`src/rtl/display_scan_if.sv`:
```
// Bus between a display data source and the display_scan multiplexer.
// The master supplies digit data and control; the slave returns the
// multiplexed digit value, anode enables and the frame pulse.
interface display_scan_if #(
  parameter int N_DIGITS = 4
);
  logic [3*N_DIGITS-1:0] digits_i;
  logic                  load_i;
  logic                  enable_i;
  logic [2:0]            number_o;
  logic [N_DIGITS-1:0]   anode_n_o;
  logic                  frame_o;

  modport master (
    output digits_i, load_i, enable_i,
    input  number_o, anode_n_o, frame_o
  );

  modport slave (
    input  digits_i, load_i, enable_i,
    output number_o, anode_n_o, frame_o
  );
endinterface

```
`src/rtl/display_scan.sv`:
```
// Multiplexed digit scanner: one shared 3-bit value bus, one active-low anode
// per digit, a blanking interval at each digit switch, and double-buffered
// digit data that only changes on frame boundaries.
//
//   state | meaning
//   ------+-------------------------------------------------------------
//   IDLE  | disabled, display dark, counters held at zero
//   BLANK | start of a digit slot, all anodes off, number_o settling
//   ON    | current digit's anode driven low until the slot terminal
module display_scan #(
  parameter int N_DIGITS     = 4,
  parameter int REFRESH_DIV  = 50000,
  parameter int BLANK_CYCLES = 16
) (
  input logic          clk,
  input logic          rst_n,
  display_scan_if.slave bus
);

  localparam int SW = (REFRESH_DIV > 1) ? $clog2(REFRESH_DIV) : 1;
  localparam int IW = (N_DIGITS > 1) ? $clog2(N_DIGITS) : 1;
  localparam int DW = 3 * N_DIGITS;

  localparam logic [SW-1:0] SLOT_LAST  = SW'(REFRESH_DIV - 1);
  localparam logic [SW-1:0] BLANK_LAST = SW'(BLANK_CYCLES - 1);
  localparam logic [IW-1:0] IDX_LAST   = IW'(N_DIGITS - 1);

  typedef enum logic [1:0] {
    IDLE  = 2'd0,
    BLANK = 2'd1,
    ON    = 2'd2
  } state_t;

  state_t        state;
  logic [SW-1:0] slot_cnt;
  logic [IW-1:0] digit_idx;
  logic [DW-1:0] shadow;
  logic [DW-1:0] active;
  logic          pending;

  logic          slot_term;
  logic          frame_start;
  logic [IW-1:0] idx_next;
  logic [DW-1:0] active_nxt;
  logic [2:0]    num_next;
  logic [N_DIGITS-1:0] anode_on;

  // Slot terminal, frame boundary detection and the data that the next
  // displayed digit will be taken from (a coincident load bypasses shadow).
  always_comb begin
    slot_term   = (state == ON) && (slot_cnt == SLOT_LAST);
    idx_next    = (digit_idx == IDX_LAST) ? '0 : digit_idx + IW'(1);
    frame_start = bus.enable_i &&
                  ((state == IDLE) || (slot_term && (digit_idx == IDX_LAST)));
    active_nxt  = active;
    if (frame_start) begin
      if (bus.load_i)   active_nxt = bus.digits_i;
      else if (pending) active_nxt = shadow;
    end
    num_next = active_nxt[3*idx_next +: 3];
    anode_on = ~(N_DIGITS'(1) << digit_idx);
  end

  // Scan FSM with registered outputs, slot/digit counters and data buffers.
  always_ff @(posedge clk or negedge rst_n) begin
    if (!rst_n) begin
      state         <= IDLE;
      slot_cnt      <= '0;
      digit_idx     <= '0;
      shadow        <= '0;
      active        <= '0;
      pending       <= 1'b0;
      bus.number_o  <= 3'd0;
      bus.anode_n_o <= '1;
      bus.frame_o   <= 1'b0;
    end else begin
      bus.frame_o <= 1'b0;
      active      <= active_nxt;

      if (bus.load_i) begin
        shadow  <= bus.digits_i;
        pending <= !frame_start;
      end else if (frame_start) begin
        pending <= 1'b0;
      end

      if (!bus.enable_i) begin
        state         <= IDLE;
        slot_cnt      <= '0;
        digit_idx     <= '0;
        bus.anode_n_o <= '1;
        bus.number_o  <= 3'd0;
      end else begin
        case (state)
          IDLE: begin
            state         <= BLANK;
            slot_cnt      <= '0;
            digit_idx     <= '0;
            bus.anode_n_o <= '1;
            bus.number_o  <= active_nxt[2:0];
            bus.frame_o   <= 1'b1;
          end
          BLANK: begin
            slot_cnt <= slot_cnt + SW'(1);
            if (slot_cnt == BLANK_LAST) begin
              state         <= ON;
              bus.anode_n_o <= anode_on;
            end
          end
          ON: begin
            if (slot_term) begin
              state         <= BLANK;
              slot_cnt      <= '0;
              digit_idx     <= idx_next;
              bus.anode_n_o <= '1;
              bus.number_o  <= num_next;
              bus.frame_o   <= frame_start;
            end else begin
              slot_cnt <= slot_cnt + SW'(1);
            end
          end
          default: begin
            state         <= IDLE;
            bus.anode_n_o <= '1;
          end
        endcase
      end
    end
  end

endmodule

```
`src/flat_wrapper.sv`:
```
// flat-port wrapper written by rule: the top's interface ports become plain ports
module display_scan_flat 
#(
  parameter int N_DIGITS     = 4,
  parameter int REFRESH_DIV  = 50000,
  parameter int BLANK_CYCLES = 16
)
  (clk, rst_n, bus_digits_i, bus_load_i, bus_enable_i, bus_number_o, bus_anode_n_o, bus_frame_o);
  display_scan_if #(.N_DIGITS(N_DIGITS)) bus_i ();
  input logic clk;
  input logic rst_n;
  input wire logic [$bits(bus_i.digits_i)-1:0] bus_digits_i;
  input wire logic [$bits(bus_i.load_i)-1:0] bus_load_i;
  input wire logic [$bits(bus_i.enable_i)-1:0] bus_enable_i;
  output wire logic [$bits(bus_i.number_o)-1:0] bus_number_o;
  output wire logic [$bits(bus_i.anode_n_o)-1:0] bus_anode_n_o;
  output wire logic [$bits(bus_i.frame_o)-1:0] bus_frame_o;
  assign bus_i.digits_i = bus_digits_i;
  assign bus_i.load_i = bus_load_i;
  assign bus_i.enable_i = bus_enable_i;
  assign bus_number_o = bus_i.number_o;
  assign bus_anode_n_o = bus_i.anode_n_o;
  assign bus_frame_o = bus_i.frame_o;
  display_scan #(.N_DIGITS(N_DIGITS), .REFRESH_DIV(REFRESH_DIV), .BLANK_CYCLES(BLANK_CYCLES)) u_core (.clk(clk), .rst_n(rst_n), .bus(bus_i));
endmodule
```
`config.mk`:
```
export PLATFORM = sky130hd
export DESIGN_NAME = display_scan_flat
export DESIGN_NICKNAME = d
export VERILOG_FILES = /design/src/rtl/display_scan_if.sv /design/src/rtl/display_scan.sv /design/src/flat_wrapper.sv
export SDC_FILE = /design/constraint.sdc
export NUM_CORES = 1
export LEC_CHECK = 0
export ABC_CLOCK_PERIOD_IN_PS = 7100
export CAP_MARGIN = 20
export CORE_MARGIN = 3
export CORE_UTILIZATION = 56
export CTS_BUF_LIST = sky130_fd_sc_hd__clkbuf_4
export CTS_CLUSTER_DIAMETER = 30
export DETAILED_ROUTE_END_ITERATION = 10
export PLACE_DENSITY = 0.86
export SLEW_MARGIN = 40
export SYNTH_ARGS = -nofsm -noshare
export SYNTH_HDL_FRONTEND = slang
export SYNTH_SLANG_ARGS = --single-unit
```
`constraint.sdc`:
```
create_clock -name clk -period 7.1 [get_ports clk]
set_clock_uncertainty 0.2 [all_clocks]
set_input_delay 1.065 -clock clk [delete_from_list [all_inputs] [get_ports clk]]
set_output_delay 1.065 -clock clk [all_outputs]
set_load 0.005 [all_outputs]
```
==> results.json, run 1 <==
{
  "cts_hold_buf": 0,
  "synth_cell_type_count": 54,
  "via_per_inst": 5.874,
  "maxSlewHeadroom_pct": 52.65,
  "htree_levels": 2,
  "min_period_ps": 3437,
  "cp_max_fo": 11,
  "critPathRequiredTime_ps": 7150,
  "core_mm2": 0.004848,
  "dr_total_vias": 2244,
  "ys_seq_area_share_pct": 45.94,
  "async_flop_share_pct": 100.0,
  "internal_power_mw": 0.5744,
  "cts_tree": "done",
  "power_frac_seq_pct": 45.5,
  "synth-edff-count": 0,
  "multi_input_comb_area_mm2": 0.001436,
  "ios": 24,
  "antenna_left": 0,
  "switching_share_pct": 36.83,
  "drcViolationCount": 0,
  "cts_resized": 0,
  "grt_max_degree": 54,
  "final_net_count": 338,
  "wire_per_inst_um": 15.28,
  "die_h_um": 77.94,
  "clk_pin_slew_ps": 150,
  "ys_warn_count": 0,
  "grt_pass1_vias": 2268,
  "clockRootBuffer": "clkbuf_4",
  "hp-class": "reg2reg",
  "arrival_ps": 3490,
  "fin_setup_tns_ps": 0,
  "status": "complete, no violations",
  "clockPowerShare_pct": 15.4,
  "first_pass_iters": 4,
  "post-cts-setup-buffer-count": 0,
  "worstSetupPathType": "reg2reg",
  "final_area_mm2": 0.003199,
  "synth.most_common_cell": "dfrtp_1",
  "worstSkewPairLatency_ps": 380,
  "syn_area_mm2": 0.002898,
  "fillCellCount": 397,
  "synth_area_leaders": "dfrtp_1 (42%), nor2_1 (5.1%), mux2_2 (4.7%), dfstp_2 (3.6%), ha_1 (3.5%)",
  "clk_path_buf_depth": 2,
  "rows": 25,
  "die_area_mm2": 0.006074,
  "vdd_drop_max_mv": 0.1330,
  "synthesis.nets": 318,
  "grt_use_total_pct": 20.47,
  "leakagePower_nw": 1.332,
  "yosys-top-cells-count": "dfrtp_1 (49), nor2_1 (39), nand2_1 (21)",
  "n_antenna_cell": 0,
  "io_buffer_count": 23,
  "synth-main-ff-cell": "dfrtp_1",
  "cts.sinks": 53,
  "crit_path_end_kind": "flop",
  "totalWireLength_mm": 5.837,
  "fmax_ghz": 0.2909,
  "rsz0062_at_grt": "no",
  "synth-seq-cells": 53,
  "area_growth_pct": 10.41,
  "start_util_pct": 59.77,
  "gp_congestion": 0.9611,
  "hpwl_mm": 4.201,
  "slew_violations": 0,
  "setup_viol": 0,
  "syn-instance-count": 294,
  "dpl_cell_area_mm2": 0.003141,
  "grt_pass1_wl_mm": 10.19,
  "combPwrFrac_pct": 39.1,
  "gr-total-overflow": 0,
  "max-cap-violations": 0,
  "p_per_area_mw_per_mm2": 284.2,
  "syn_avg_cell_area_um2": 9.856,
  "drive_above_1_share_pct": 13.97,
  "cts_buffers": 5,
  "power.net_switching_mw": 0.3348,
  "tightest_slew_ps": 707.6,
  "register_area_mm2": 0.001331,
  "synth_top_area_share_pct": 42.31,
  "drtIter0Drc": 172,
  "hold_viol": 0,
  "cp-start-kind": "flop",
  "die_x_um": 77.94,
  "yosys.area.top_type": "dfrtp_1",
  "antenna_found_initial": 0,
  "period_share_pct": 48.41
}
-- registers in the layout, indices dropped and copies added, names as in the netlist --
signal and count:
u_core.state 2, u_core.shadow 12, u_core.active 12, u_core.digit_idx 2
u_core.bus.number_o 3, u_core.bus.frame_o 1, u_core.bus.anode_n_o 4, u_core.pending 1
u_core.slot_cnt 16
-- area by class of cell --
type	instances	area share (%)
multi-input cells	216	44.90
flip-flops and latches	53	41.61
repair buffers	25	7.509
well taps	67	2.620
inverters	13	1.525
clock buffers	5	1.173
clock inverters	3	0.6648
-- layer usage --
layer | global-route usage, % | up-vias | wire [um]
li1 | - | 1099 | -
met1 | 27.31 | 1075 | 2705
met2 | 33.82 | 63 | 2756
met3 | 3.596 | 7 | 312
met4 | 6.643 | 0 | 63
met5 | 0 | - | 0
-- worst paths after layout --
kind                                                     startpoint                             endpoint  slack, ps  cells after the start
worst max-delay path                    u_core.state[0]$_DFFE_PN0P_      u_core.slot_cnt[12]$_DFFE_PN0P_       3660                      8
worst min-delay path            u_core.bus.anode_n_o[3]$_DFFE_PN1P_  u_core.bus.anode_n_o[3]$_DFFE_PN1P_        320                      1
worst max register to register          u_core.state[0]$_DFFE_PN0P_      u_core.slot_cnt[12]$_DFFE_PN0P_       3660                      8
worst min register to register  u_core.bus.anode_n_o[3]$_DFFE_PN1P_  u_core.bus.anode_n_o[3]$_DFFE_PN1P_        320                      1
max in group asynchronous                                     rst_n           u_core.pending$_DFFE_PN0P_       5690                      2
min in group asynchronous                                     rst_n      u_core.digit_idx[1]$_DFFE_PN0P_        570                      2
-- critical path, cell delays in order, from the launching register on --
cell and delay (ps):
dfrtp_1 430, inv_1 90, ha_1 400, or4bb_1 500, or4_4 520, and2_1 220, o211a_1 270, nor2_1 560
nor2_1 120
-- kinds of logic (layout without fill, tap and decap cells) --
group                    Yosys count  after routing  share of synthesized area (%)
AND/OR/NAND/NOR                  106            106                          17.79
AO/OA/AOI/OAI                     77             77                          19.13
flip-flops                        53             53                          45.94
buffers and inverters             25             46                          5.009
multiplexers                      14             14                          5.354
XOR/XNOR                          11             11                          3.325
adder cells (fa/ha/maj)            8              8                          3.454
-- layout by cell type, fill, tap and decap left out, drive strengths merged, types with 3 or more instances in the layout --
| master | n |
|---|---|
| nor2 | 39 |
| buf | 3 |
| a21oi | 19 |
| and2 | 3 |
| o211a | 3 |
| a21o | 4 |
| dfrtp | 49 |
| clkbuf | 5 |
| nand3 | 13 |
| o211ai | 4 |
| ha | 8 |
| nand2 | 21 |
| mux2 | 12 |
| o22a | 8 |
| inv | 14 |
| nor3 | 9 |
| o22ai | 10 |
| o21ai | 13 |
| xor2 | 9 |
| clkdlybuf4s50 | 22 |
| dfstp | 4 |
| a221oi | 4 |
| and3 | 4 |
-- power groups by stage --
stage	Clock (mW)	Combinational, mW	Sequential, mW
global route	0.154	0.402	0.423
global placement	0	0.337	0.417
finish	0.140	0.355	0.414
CTS	0.141	0.355	0.414
floorplan	0	0.263	0.406
detailed placement	0	0.352	0.419
-- metrics by stage --
stage / instances / hold slack [ps] / utilization (%) / worst slack, ps / total power [mW]
after floorplan: 294 / 281.4 / - / 4151 / 0.6692
after global placement: 374 / 295.1 / 64.46 / 3295 / 0.7535
after detailed placement: 374 / 301.4 / 64.77 / 3457 / 0.7709
after CTS: 382 / 321.2 / 65.99 / 3650 / 0.9097
after global routing: 382 / 338.5 / 65.99 / 3488 / 0.9786
final: 382 / 318.5 / 65.99 / 3663 / 0.9092
No activity file was read; power rests on OpenSTA's default activity.
==> run 2, diff against run 1 <==
ABC_CLOCK_PERIOD_IN_PS = 3590   (was 7100)
clock period = 3.59 ns   (was 7.1 ns; I/O delays follow)
==> results.json, run 2 (synthesis results as in run 1) <==
{
  "status": "complete, no violations",
  "grt_pass1_vias": 2209,
  "holdPathStages": 1,
  "register_area_mm2": 0.001331,
  "period_share_pct": 90.46,
  "hpwl_mm": 4.396,
  "largest_reg_flops": 16,
  "fin_setup_tns_ps": 0,
  "totalWireLength_mm": 6.131,
  "largest_register": "u_core.slot_cnt",
  "clk_path_buf_depth": 2,
  "cts.sinks": 53,
  "antenna_found_initial": 0,
  "vdd_drop_max_mv": 0.3023,
  "start_util_pct": 59.77,
  "die_x_um": 77.94,
  "power_frac_seq_pct": 45.1,
  "final_area_mm2": 0.003221,
  "core_mm2": 0.004848,
  "gp_congestion": 0.9117,
  "final_net_count": 342,
  "drive_above_1_share_pct": 14.42,
  "multi_input_comb_area_mm2": 0.001421,
  "tightest_slew_ps": 614.9,
  "htree_levels": 2,
  "reg2reg_to": "u_core.bus.number_o[2]$_DFFE_PN0P_",
  "reg2reg_from": "u_core.state[0]$_DFFE_PN0P_",
  "grt_pass1_wl_mm": 10.52,
  "power.net_switching_mw": 0.6796,
  "die_area_mm2": 0.006074,
  "min_period_ps": 3248,
  "first_pass_iters": 7,
  "n_antenna_cell": 0,
  "design_power_total_mw": 1.827,
  "grt_max_degree": 51,
  "crit_path_end_kind": "flop",
  "internal_power_mw": 1.147,
  "layout_common_cells": "dfrtp_1 (49), nor2_1 (39), clkdlybuf4s50_1 (22), nand2_1 (21), a21oi_1 (18)",
  "clk_pin_slew_ps": 160,
  "largestRegisters": "u_core.slot_cnt x16, u_core.active x12, u_core.shadow x12",
  "reg2regPathDepth": 9,
  "max-cap-violations": 0,
  "critical_path.endpoint": "u_core.bus.number_o[2]$_DFFE_PN0P_",
  "worstSkewPairLatency_ps": 400,
  "hold_viol": 0,
  "critPathRequiredTime_ps": 3740,
  "worstSetupPathType": "reg2reg",
  "crit_start": "u_core.state[0]$_DFFE_PN0P_",
  "arrival_ps": 3400,
  "cp-start-kind": "flop",
  "dr_total_vias": 2323,
  "layout_commonest_cell": "dfrtp_1",
  "area_growth_pct": 11.14,
  "p_per_area_mw_per_mm2": 567.3,
  "drcViolationCount": 0,
  "ios": 24,
  "setup_viol": 0,
  "rsz0062_at_grt": "no",
  "clockRootBuffer": "clkbuf_4",
  "die_h_um": 77.94,
  "cts_buffers": 5,
  "cts_tree": "done",
  "slew_violations": 0,
  "dpl_cell_area_mm2": 0.003151,
  "gr-total-overflow": 0,
  "wire_per_inst_um": 15.88,
  "io_buffer_count": 23,
  "rrSetupSlack_ps": 340,
  "grt_use_total_pct": 21.74,
  "clockPowerShare_pct": 15.2,
  "maxSlewHeadroom_pct": 59.00,
  "combPwrFrac_pct": 39.7,
  "leakagePower_nw": 1.354,
  "antenna_left": 0,
  "cp_max_fo": 12,
  "cts_resized": 0,
  "hp-class": "reg2reg",
  "fillCellCount": 411,
  "rows": 25,
  "fmax_ghz": 0.3079,
  "via_per_inst": 6.018,
  "drtIter0Drc": 218,
  "switching_share_pct": 37.20
}
[run 2: area by class of cell]
cell class / count / area share [%]
Inverter: 13 / 1.515
Multi-Input combinational cell: 216 / 44.13
Timing Repair Buffer: 29 / 8.547
Tap cell: 67 / 2.603
Clock buffer: 5 / 1.166
Clock inverter: 3 / 0.6993
Sequential cell: 53 / 41.34
[run 2: per-layer routing]
metal  vias to the layer above  global-route usage [%]  wire [um]
met4                         0                   6.469         90
met3                         9                   4.756        355
li1                       1108                       -          -
met5                         -                       0          0
met2                        99                   32.19       2810
met1                      1107                   32.00       2874
[run 2: how the worst min path moves through the flow]
stage                                             start                                   to  slack (ps)
finish              u_core.bus.anode_n_o[0]$_DFFE_PN1P_  u_core.bus.anode_n_o[0]$_DFFE_PN1P_         320
detailed placement         u_core.shadow[7]$_DFFE_PN0P_         u_core.shadow[7]$_DFFE_PN0P_         300
floorplan                                         rst_n           u_core.active[0]$_DFF_PN0_          40
global placement    u_core.bus.anode_n_o[0]$_DFFE_PN1P_  u_core.bus.anode_n_o[0]$_DFFE_PN1P_         300
CTS                 u_core.bus.anode_n_o[3]$_DFFE_PN1P_  u_core.bus.anode_n_o[3]$_DFFE_PN1P_         320
global route        u_core.bus.anode_n_o[3]$_DFFE_PN1P_  u_core.bus.anode_n_o[3]$_DFFE_PN1P_         330
[run 2: power groups by stage]
stage	sequential (mW)	clock (mW)	combinational, mW
after floorplan	0.803	0	0.521
after global placement	0.827	0	0.678
after detailed placement	0.832	0	0.708
after CTS	0.821	0.284	0.715
after global routing	0.838	0.309	0.798
final	0.824	0.278	0.725
[run 2: critical path: stages, from the launching register on]
cell and delay (ps):
dfrtp_1 430, inv_1 90, ha_1 330, or4bb_1 470, or4_4 510, a21oi_4 370
o22a_2 200, o211ai_1 140, a221oi_1 310, o211a_1 160
[run 2: timing repair]
item / CTS / global route
hold buffers: 1 / 0
buffers inserted: 0 / 0
endpoints found under the hold margin: 49 / 0
[run 2: per-stage QoR]
stage | util, % | std cells | hold slack (ps) | worst slack [ps]
after floorplan | - | 294 | 42.91 | 801.2
after global placement | 64.93 | 377 | 296.2 | 521.0
after detailed placement | 64.98 | 377 | 300.2 | 411.8
after CTS | 66.43 | 386 | 320.9 | 379.9
after global routing | 66.43 | 386 | 329.0 | 196.5
final | 66.43 | 386 | 319.8 | 342.3
